===== src/rtl/mig1_jtag_pkg.sv =====
// Shared types for the Mig1 JTAG TAP: 1149.1 state encoding, IR opcodes
// and the TAP next-state rule.
package mig1_jtag_pkg;

   localparam int IR_W = 4;

   localparam logic [IR_W-1:0] IR_IDCODE   = 4'b0001;
   localparam logic [IR_W-1:0] IR_DBG_ADDR = 4'b0010;
   localparam logic [IR_W-1:0] IR_DBG_DATA = 4'b0011;
   localparam logic [IR_W-1:0] IR_BYPASS   = 4'b1111;

   typedef enum logic [3:0] {
      TLR      = 4'd0,
      RTI      = 4'd1,
      SEL_DR   = 4'd2,
      CAP_DR   = 4'd3,
      SHIFT_DR = 4'd4,
      EXIT1_DR = 4'd5,
      PAUSE_DR = 4'd6,
      EXIT2_DR = 4'd7,
      UPD_DR   = 4'd8,
      SEL_IR   = 4'd9,
      CAP_IR   = 4'd10,
      SHIFT_IR = 4'd11,
      EXIT1_IR = 4'd12,
      PAUSE_IR = 4'd13,
      EXIT2_IR = 4'd14,
      UPD_IR   = 4'd15
   } tap_state_t;

   // 1149.1 state diagram, evaluated on a tck rise with the sampled tms.
   function automatic tap_state_t tap_next(input tap_state_t s, input logic tms);
      tap_state_t n;
      case (s)
         TLR:      n = tms ? TLR      : RTI;
         RTI:      n = tms ? SEL_DR   : RTI;
         SEL_DR:   n = tms ? SEL_IR   : CAP_DR;
         CAP_DR:   n = tms ? EXIT1_DR : SHIFT_DR;
         SHIFT_DR: n = tms ? EXIT1_DR : SHIFT_DR;
         EXIT1_DR: n = tms ? UPD_DR   : PAUSE_DR;
         PAUSE_DR: n = tms ? EXIT2_DR : PAUSE_DR;
         EXIT2_DR: n = tms ? UPD_DR   : SHIFT_DR;
         UPD_DR:   n = tms ? SEL_DR   : RTI;
         SEL_IR:   n = tms ? TLR      : CAP_IR;
         CAP_IR:   n = tms ? EXIT1_IR : SHIFT_IR;
         SHIFT_IR: n = tms ? EXIT1_IR : SHIFT_IR;
         EXIT1_IR: n = tms ? UPD_IR   : PAUSE_IR;
         PAUSE_IR: n = tms ? EXIT2_IR : PAUSE_IR;
         EXIT2_IR: n = tms ? UPD_IR   : SHIFT_IR;
         UPD_IR:   n = tms ? SEL_DR   : RTI;
         default:  n = TLR;
      endcase
      return n;
   endfunction

endpackage


===== src/rtl/mig1_jtag_sync.sv =====
// Brings the asynchronous JTAG pins into the clk domain and turns tck
// edges into single-cycle rise/fall strobes.
module mig1_jtag_sync (
   input  logic clk,
   input  logic rst,
   input  logic tck,
   input  logic tms,
   input  logic tdi,
   input  logic trst,
   output logic tms_sync,
   output logic tdi_sync,
   output logic trst_sync,
   output logic tck_rise,
   output logic tck_fall
);

   logic [1:0] tck_q_r;
   logic [1:0] tms_q_r;
   logic [1:0] tdi_q_r;
   logic [1:0] trst_q_r;
   logic       tck_d_r;

   // Two-flop synchronizers plus a registered edge detector on tck.
   always_ff @(posedge clk) begin
      if (rst) begin
         tck_q_r  <= 2'b00;
         tms_q_r  <= 2'b00;
         tdi_q_r  <= 2'b00;
         trst_q_r <= 2'b00;
         tck_d_r  <= 1'b0;
         tck_rise <= 1'b0;
         tck_fall <= 1'b0;
      end else begin
         tck_q_r  <= {tck_q_r[0], tck};
         tms_q_r  <= {tms_q_r[0], tms};
         tdi_q_r  <= {tdi_q_r[0], tdi};
         trst_q_r <= {trst_q_r[0], trst};
         tck_d_r  <= tck_q_r[1];
         tck_rise <= tck_q_r[1] & ~tck_d_r;
         tck_fall <= ~tck_q_r[1] & tck_d_r;
      end
   end

   assign tms_sync  = tms_q_r[1];
   assign tdi_sync  = tdi_q_r[1];
   assign trst_sync = trst_q_r[1];

endmodule


===== src/rtl/mig1_jtag_tap.sv =====
// JTAG TAP controller and debug-bus master for Mig1: oversampled TAP FSM,
// 4-bit IR and DR scans mapped onto word-addressed req/ack bus requests.
module mig1_jtag_tap
   import mig1_jtag_pkg::*;
#(
   parameter logic [31:0] IDCODE = 32'h1000_0CA1,
   parameter int          ADDR_W = 14,
   parameter int          DATA_W = 32
) (
   input  logic              clk,
   input  logic              rst,
   input  logic              tck,
   input  logic              tms,
   input  logic              tdi,
   input  logic              trst,
   output logic              tdo,
   output logic              dbg_req,
   output logic              dbg_we,
   output logic [ADDR_W-1:0] dbg_addr,
   output logic [DATA_W-1:0] dbg_wdata,
   input  logic              dbg_ack,
   input  logic [DATA_W-1:0] dbg_rdata
);

   logic tms_sync_s;
   logic tdi_sync_s;
   logic trst_sync_s;
   logic tck_rise_s;
   logic tck_fall_s;

   tap_state_t        state_r;
   tap_state_t        next_state_s;
   logic [IR_W-1:0]   ir_r;
   logic [IR_W-1:0]   ir_sr_r;
   logic [31:0]       id_sr_r;
   logic [ADDR_W-1:0] addr_sr_r;
   logic [DATA_W:0]   data_sr_r;
   logic              byp_sr_r;
   logic              upd_dr_r;
   logic              dr_lsb_s;

   logic [ADDR_W-1:0] addr_r;
   logic [ADDR_W-1:0] addr_inc_s;
   logic [DATA_W-1:0] rdata_hold_r;
   logic              busy_s;
   logic              ack_s;

   mig1_jtag_sync u_sync (
      .clk       (clk),
      .rst       (rst),
      .tck       (tck),
      .tms       (tms),
      .tdi       (tdi),
      .trst      (trst),
      .tms_sync  (tms_sync_s),
      .tdi_sync  (tdi_sync_s),
      .trst_sync (trst_sync_s),
      .tck_rise  (tck_rise_s),
      .tck_fall  (tck_fall_s)
   );

   assign next_state_s = tap_next(state_r, tms_sync_s);

   // A request outstanding on the bus is exactly the busy condition.
   assign busy_s     = dbg_req;
   assign ack_s      = dbg_req & dbg_ack;
   assign addr_inc_s = addr_r + {{(ADDR_W-1){1'b0}}, 1'b1};

   // LSB of the DR selected by the current instruction; unknown opcodes act as BYPASS.
   always_comb begin
      dr_lsb_s = byp_sr_r;
      case (ir_r)
         IR_IDCODE:   dr_lsb_s = id_sr_r[0];
         IR_DBG_ADDR: dr_lsb_s = addr_sr_r[0];
         IR_DBG_DATA: dr_lsb_s = data_sr_r[0];
         IR_BYPASS:   dr_lsb_s = byp_sr_r;
         default:     dr_lsb_s = byp_sr_r;
      endcase
   end

   // TAP FSM, IR and DR shift registers, and tdo launch on tck falls.
   always_ff @(posedge clk) begin
      if (rst) begin
         state_r   <= TLR;
         ir_r      <= IR_IDCODE;
         ir_sr_r   <= {IR_W{1'b0}};
         id_sr_r   <= 32'h0000_0000;
         addr_sr_r <= {ADDR_W{1'b0}};
         data_sr_r <= {(DATA_W+1){1'b0}};
         byp_sr_r  <= 1'b0;
         upd_dr_r  <= 1'b0;
         tdo       <= 1'b0;
      end else if (trst_sync_s) begin
         state_r  <= TLR;
         ir_r     <= IR_IDCODE;
         upd_dr_r <= 1'b0;
      end else begin
         upd_dr_r <= 1'b0;
         if (state_r == TLR) begin
            ir_r <= IR_IDCODE;
         end
         if (tck_rise_s) begin
            state_r  <= next_state_s;
            upd_dr_r <= (next_state_s == UPD_DR);
            case (state_r)
               CAP_IR:   ir_sr_r <= 4'b0001;
               SHIFT_IR: ir_sr_r <= {tdi_sync_s, ir_sr_r[IR_W-1:1]};
               CAP_DR: begin
                  case (ir_r)
                     IR_IDCODE:   id_sr_r   <= IDCODE;
                     IR_DBG_ADDR: addr_sr_r <= addr_r;
                     IR_DBG_DATA: data_sr_r <= {busy_s, rdata_hold_r};
                     default:     byp_sr_r  <= 1'b0;
                  endcase
               end
               SHIFT_DR: begin
                  case (ir_r)
                     IR_IDCODE:   id_sr_r   <= {tdi_sync_s, id_sr_r[31:1]};
                     IR_DBG_ADDR: addr_sr_r <= {tdi_sync_s, addr_sr_r[ADDR_W-1:1]};
                     IR_DBG_DATA: data_sr_r <= {tdi_sync_s, data_sr_r[DATA_W:1]};
                     default:     byp_sr_r  <= tdi_sync_s;
                  endcase
               end
               default: begin
               end
            endcase
            if (next_state_s == UPD_IR) begin
               ir_r <= ir_sr_r;
            end
         end
         if (tck_fall_s) begin
            case (state_r)
               SHIFT_IR: tdo <= ir_sr_r[0];
               SHIFT_DR: tdo <= dr_lsb_s;
               default:  tdo <= 1'b0;
            endcase
         end
      end
   end

   // Debug bus master: ack retires the outstanding request before a new Update-DR is considered.
   always_ff @(posedge clk) begin
      if (rst) begin
         dbg_req      <= 1'b0;
         dbg_we       <= 1'b0;
         dbg_addr     <= {ADDR_W{1'b0}};
         dbg_wdata    <= {DATA_W{1'b0}};
         addr_r       <= {ADDR_W{1'b0}};
         rdata_hold_r <= {DATA_W{1'b0}};
      end else begin
         if (ack_s) begin
            dbg_req <= 1'b0;
            addr_r  <= addr_inc_s;
            if (!dbg_we) begin
               rdata_hold_r <= dbg_rdata;
            end
         end
         if (upd_dr_r && (ir_r == IR_DBG_ADDR)) begin
            addr_r <= addr_sr_r;
         end
         if (upd_dr_r && (ir_r == IR_DBG_DATA) && (!busy_s || ack_s)) begin
            dbg_req   <= 1'b1;
            dbg_we    <= data_sr_r[DATA_W];
            dbg_wdata <= data_sr_r[DATA_W-1:0];
            dbg_addr  <= ack_s ? addr_inc_s : addr_r;
         end
      end
   end

endmodule


===== config.mk =====
export PLATFORM = sky130hd
export DESIGN_NAME = mig1_jtag_tap
export DESIGN_NICKNAME = d
export VERILOG_FILES = /design/src/rtl/mig1_jtag_pkg.sv /design/src/rtl/mig1_jtag_sync.sv /design/src/rtl/mig1_jtag_tap.sv
export SDC_FILE = /design/constraint.sdc
export NUM_CORES = 1
export LEC_CHECK = 0
export CAP_MARGIN = 10
export CORE_MARGIN = 10
export CORE_UTILIZATION = 40
export DETAILED_ROUTE_END_ITERATION = 8
export PLACE_DENSITY_LB_ADDON = 0.08
export SETUP_SLACK_MARGIN = 0.5
export SYNTH_ARGS = -nofsm -noshare
export SYNTH_HDL_FRONTEND = slang
export SYNTH_HIERARCHICAL = 1
export SYNTH_SLANG_ARGS = --single-unit

===== constraint.sdc =====
create_clock -name clk -period 2.6 [get_ports clk]
set_input_delay 0.52 -clock clk [delete_from_list [all_inputs] [get_ports clk]]
set_output_delay 0.52 -clock clk [all_outputs]
set_load 0.05 [all_outputs]

==> out/results.ini, run 1 <==
[outcome]
status=finished clean

[clocking]
htreeDepth=4
cts_sinks=199
insertion_delay_ns=0.43
cts_root_buf=clkbuf_16
cts_tree=yes
cts_buffers=17
clk_pin_slew_ns=0.07
clockBufferDepth=2

[worst_setup_path]
r2r.worst_path.cells=5
cp_top_family=buffers and inverters
critical-path-slowest-cell=dlygate4sd2_1
reg2reg_slack_ns=0.66
cp_num_cells=1
arrival_ns=1.48
cp_num_buf_inv=1
cp_slowest_stage_delay_ns=0.58
crit_required_ns=2.08
critPathMaxFanout=6
crit-reg2reg-capture=data_sr_r[11]
endpoint_kind=primary output
start_kind=flop
reg2reg_from=state_r[3]
path_class=flop to primary output
crit_chain=dlygate4sd2_1
crit_start=dbg_req
crit_end=dbg_req

[sta]
setup-violations-final=0
tightestPinTransition_ns=0.703
min_period_ns=2.00
fin_crit_sh=0.770
drv_slew=0
rsz0062_at_grt=false
finalHoldViolCount=0
max_freq_mhz=500
maxSlewHeadroom=0.531
whs_ns=0.422
finalSetupTns_ns=0
fin_skew_ns=0.00981

[synth]
ys_seq_area_frac=0.493
synthArstFlopShare=0
synthFlopType=dfxtp_1
yosysWarnings=6
synth_fp_nets=1011
ys_seq_elements=199
syn_area_um2=8080
synth-edff-count=0
syn-mean-instance-area_um2=8.32
synth_cell_type_count=49
synthCells=971

[finish]
fillers=1972
instances_no_fill=1295
n_antenna_cell=0
drive_gt1_frac=0.0903
layout.nets=1057
final_area_um2=9670
syn_to_final_growth_pct=19.8

[floorplan]
coreArea_um2=19700
die_y_um=162
initial_core_util=0.411
die_area_um2=26300
pin_count=88
die_x_um=162
rows=51

[detailed_routing]
drt_pass1_iterations=5
drc=0
totalWireLength_mm=19.4
ant_nets=0
first_iter_violations=504
wl_per_cell_um=15.0
routed_via_density=5.06
routed-via-count=6556

[power]
vdd_drop_max_mv=0.490
p_leak_nw=3.28
powerDensity_nw_per_um2=607

[place]
port_buffers=87
placed_area_um2=9120
dp_hpwl_mm=12.1
dpl.cell_count=1262
gp_congestion=0.766

[grt]
overflow=0
grt_antenna_before_repair=0
grt_max_degree=101
grt_usage=0.148
grt_pass1_vias=6185
grt_pass1_wl_mm=32.5

[run]
cap_violations=0

[hold_path]
holdCritPathClass=flop to flop

-- how the worst min path moves through the flow --
stage | from | end | depth (start not counted)
6_report | u_sync/tck_d_r | u_sync/tck_rise | 1
5_1_grt | rst | u_sync/tms_q_r[0] | 2
4_1_cts | rst | u_sync/tms_q_r[0] | 2
3_5_place_dp | u_sync/tdi_q_r[0] | u_sync/tdi_q_r[1] | 1
3_3_place_gp | u_sync/tck_d_r | u_sync/tck_rise | 1
2_1_floorplan | u_sync/tck_d_r | u_sync/tck_rise | 1
-- report_power, final --
group	leakage (nW)	internal [mW]	switching (mW)
Clock	0.291	1.45	1.22
Sequential	1.61	3.05	0.00880
Combinational	1.38	0.0661	0.0702
Total	3.28	4.57	1.30
-- state kept, by name (all words and copies together) (netlist names), 2 cells and up --
register and cells:
u_sync/tms_q_r 2, addr_sr_r 14, ir_r 4, addr_r 14
ir_sr_r 4, dbg_wdata 32, state_r 4, u_sync/trst_q_r 2
dbg_addr 14, data_sr_r 33, u_sync/tck_q_r 2, rdata_hold_r 32
id_sr_r 32, u_sync/tdi_q_r 2
-- cells in the mapped netlist (all sizes together), types with 4 or more instances --
cell type    n  area (µm²)
a211oi      23         173
a21oi      114         571
a311oi      33         414
buf         30         195
clkbuf      46         173
dfxtp      199        3980
inv          8        30.0
mux2        13         146
mux2i        4        40.0
nand2      263         987
nand3       34         170
nand4        5        31.3
nor2        82         308
nor2b       11        68.8
nor3        31         155
nor3b        8        85.1
nor4        10        62.6
o211ai       6        50.1
o31a         5        43.8
xnor2        7        61.3
-- logic make-up (layout without fill, tap and decap cells) --
family                     after synthesis  count (layout)  share of synthesized area
AOI/OAI and AO/OA                      200             200                      0.174
buffers and inverters                   84             143                     0.0493
xor gates and xnor gates                 9               9                    0.00976
muxes                                   17              17                     0.0231
DFF                                    199             199                      0.493
adders and majority gates                1               1                    0.00155
and+or+nand+nor                        461             461                      0.250
-- cells in the final DEF (no fill, tap or decap), types with 4 or more instances in the layout --
cell / instances
a211oi_1: 23
a21oi_1: 114
a311oi_1: 13
a311oi_2: 20
buf_12: 7
buf_4: 9
clkbuf_16: 17
clkdlybuf4s50_1: 37
dfxtp_1: 196
dlygate4sd2_1: 49
inv_1: 8
mux2_1: 6
mux2_2: 7
mux2i_1: 4
nand2_1: 263
nand3_1: 34
nand4_1: 5
nor2_1: 81
nor2b_1: 11
nor3_1: 31
nor4_1: 10
o211ai_1: 5
o31a_1: 5
xnor2_1: 7
-- through the flow --
stage	power [mW]	setup slack [ns]	util
final	5.87	0.598	0.492
after global routing	6.07	0.504	0.492
after CTS	5.95	0.527	0.491
after detailed placement	3.27	0.344	0.464
after global placement	3.27	0.364	0.464
after floorplan	3.19	0.743	-
-- metal layers --
metal | global-route usage | vias up | wire (µm)
met4 | 0.0438 | 0 | 194
met3 | 0.0303 | 14 | 649
met2 | 0.223 | 88 | 8570
met5 | 0 | - | 0
li1 | - | 3427 | -
met1 | 0.207 | 3027 | 10000
-- cell type report --
class	count	area (µm²)	area share
clock buffer	18	429	0.0444
clock inverter	14	164	0.0169
inverter	8	30.0	0.00310
multi-input combinational	688	3710	0.384
sequential	199	3990	0.412
tap	265	332	0.0343
timing repair buffer	103	1020	0.105
-- what timing repair did --
action	in CTS	in global routing
buffers inserted	0	1
pin swaps	0	1
resized for setup	50	4
gates cloned	0	0
setup endpoints to repair	51	53
hold buffers	0	0
(Power assumes the default switching activity.)
==> inputs of run 2 (changes only) <==
Clock period 2.6 ns to 1.7 ns, I/O delays scaled along.
==> run 2 against run 1 <==
Effect of this change:
- sequential share of layout area shrank 10 points
- setup slack lost 0.53 ns
- count of clock-buffer cells in the layout decreased by 1
- critical endpoint is now data_sr_r[0]
- cell count up 9.1%
- power is 54% higher
- utilization increased by 18 points
- non-clock buffer count rose by 115
- hold slack lost 0.30 ns
- largest cell class is now multi-input combinational cells
- wire length grew 29%
- flip-flop and latch count unchanged
- critical path type is now flop to flop
==> out/results.ini, run 2 (synthesis gave the netlist of run 1 again) <==
[finish]
final_common_cell=nand2_1
syn_to_final_growth_pct=63.1
layout.nets=1175
drive_gt1_frac=0.513
top_register=data_sr_r
n_antenna_cell=0
largest_reg_flops=33
layout_common_cells=nand2_1 (158), dfxtp_1 (136), nor2_1 (66)
final_area_um2=13200

[clocking]
cts_sinks=199
htreeDepth=4
clk_pin_slew_ns=0.07
insertion_delay_ns=0.43
cts_tree=yes
cts_buffers=17
clockBufferDepth=2
cts_root_buf=clkbuf_16
cts_hold_buf=0

[detailed_routing]
wl_met1_mm=11.0
dr_wl_met3_mm=1.22
top_layer=met4
first_iter_violations=298
drt_pass1_iterations=4
ant_nets=0
totalWireLength_mm=25.0
routed-via-count=7443
route.met2.wl_mm=12.6
drc=0
routed_via_density=5.27
wl_per_cell_um=17.7

[power]
sw_frac_of_total=0.227
vdd_drop_max_mv=0.656
p_sw_mw=2.05
powerDensity_nw_per_um2=686
seqPwrFrac=0.515
p_leak_nw=4.71
p_int_mw=6.98
clkPwrFrac=0.453
power_frac_comb=0.032

[grt]
grt_pass1_vias=7250
grt_pass1_wl_mm=38.3
grt_antenna_before_repair=0
grt_usage=0.177
overflow=0
grt_max_degree=64

[place]
gp_congestion=0.823
placed_area_um2=9880
place_ws_ns=-0.257
dp_hpwl_mm=13.3
port_buffers=87

[hold_path]
holdCritPathClass=input port to flop

[worst_setup_path]
critPathMaxFanout=7
endpoint_kind=flop
arrival_ns=1.96
crit_required_ns=2.03
reg2reg_slack_ns=0.07
start_kind=flop
path_class=flop to flop

[floorplan]
initial_core_util=0.411
coreArea_um2=19700
die_x_um=162
die_y_um=162
die_area_um2=26300
rows=51
pin_count=88

[sta]
maxSlewHeadroom=0.669
max_freq_mhz=613
tightestPinTransition_ns=0.492
fin_crit_sh=0.959
drv_slew=0
setup-violations-final=0
fin_skew_ns=0.0153
min_period_ns=1.63
timing.final.ws_setup_ns=0.0698
rsz0062_at_grt=true
finalHoldViolCount=0

[run]
cap_violations=0

[outcome]
status=finished clean

==> run 2: power groups by stage <==
stage / combinational [mW] / clock (mW) / sequential (mW)
after global placement: 0.242 / 0 / 4.78
after CTS: 0.277 / 4.17 / 4.65
after global routing: 0.307 / 4.37 / 4.66
final: 0.290 / 4.09 / 4.66
after floorplan: 0.105 / 0 / 4.78
after detailed placement: 0.242 / 0 / 4.78
==> run 2: area by class of cell <==
cell class	count	area, µm²
inverters	8	32.5
clock inverters	15	163
repair buffers	218	3020
multi-input cells	691	5100
well taps	265	332
clock buffers	17	425
fillers	1532	6480
flip-flops and latches	199	4100
==> run 2: critical path: stages, from the launching register on <==
cell and delay (ns):
dfxtp_4 0.38, and3b_2 0.23, o2111a_2 0.27, buf_12 0.15
buf_12 0.13, buf_16 0.14, a311oi_2 0.23
==> run 2: per-stage QoR <==
stage          TNS, ns  hold WS (ns)   util  std cells  power (mW)
2_1_floorplan        0         0.401      -        971        4.89
3_3_place_gp     -6.46         0.407  0.502       1301        5.02
3_5_place_dp     -7.79         0.410  0.502       1301        5.02
4_1_cts              0         0.116  0.625       1390        9.10
5_1_grt              0         0.117  0.670       1413        9.33
6_report             0         0.125  0.670       1413        9.04
==> run 2: routing by layer <==
layer	global-route usage	up-vias
li1	-	3684
met1	0.228	3598
met2	0.288	143
met3	0.0399	18
met4	0.0554	0
met5	0	-
==> run 2: path summary, 6_finish.rpt <==
kind                           to  depth (start not counted)      startpoint
hold / removal    u_sync/tck_rise                          2             rst
hold reg to reg   u_sync/tck_rise                          1  u_sync/tck_d_r
setup / recovery     data_sr_r[0]                          6      state_r[0]
setup reg to reg     data_sr_r[0]                          6      state_r[0]
==> run 2: what timing repair did <==
action / CTS / global route
setup buffers: 42 / 15
pin swaps: 89 / 79
cloned: 15 / 8
gates resized for setup: 333 / 140
endpoints found under the setup margin: 236 / 235
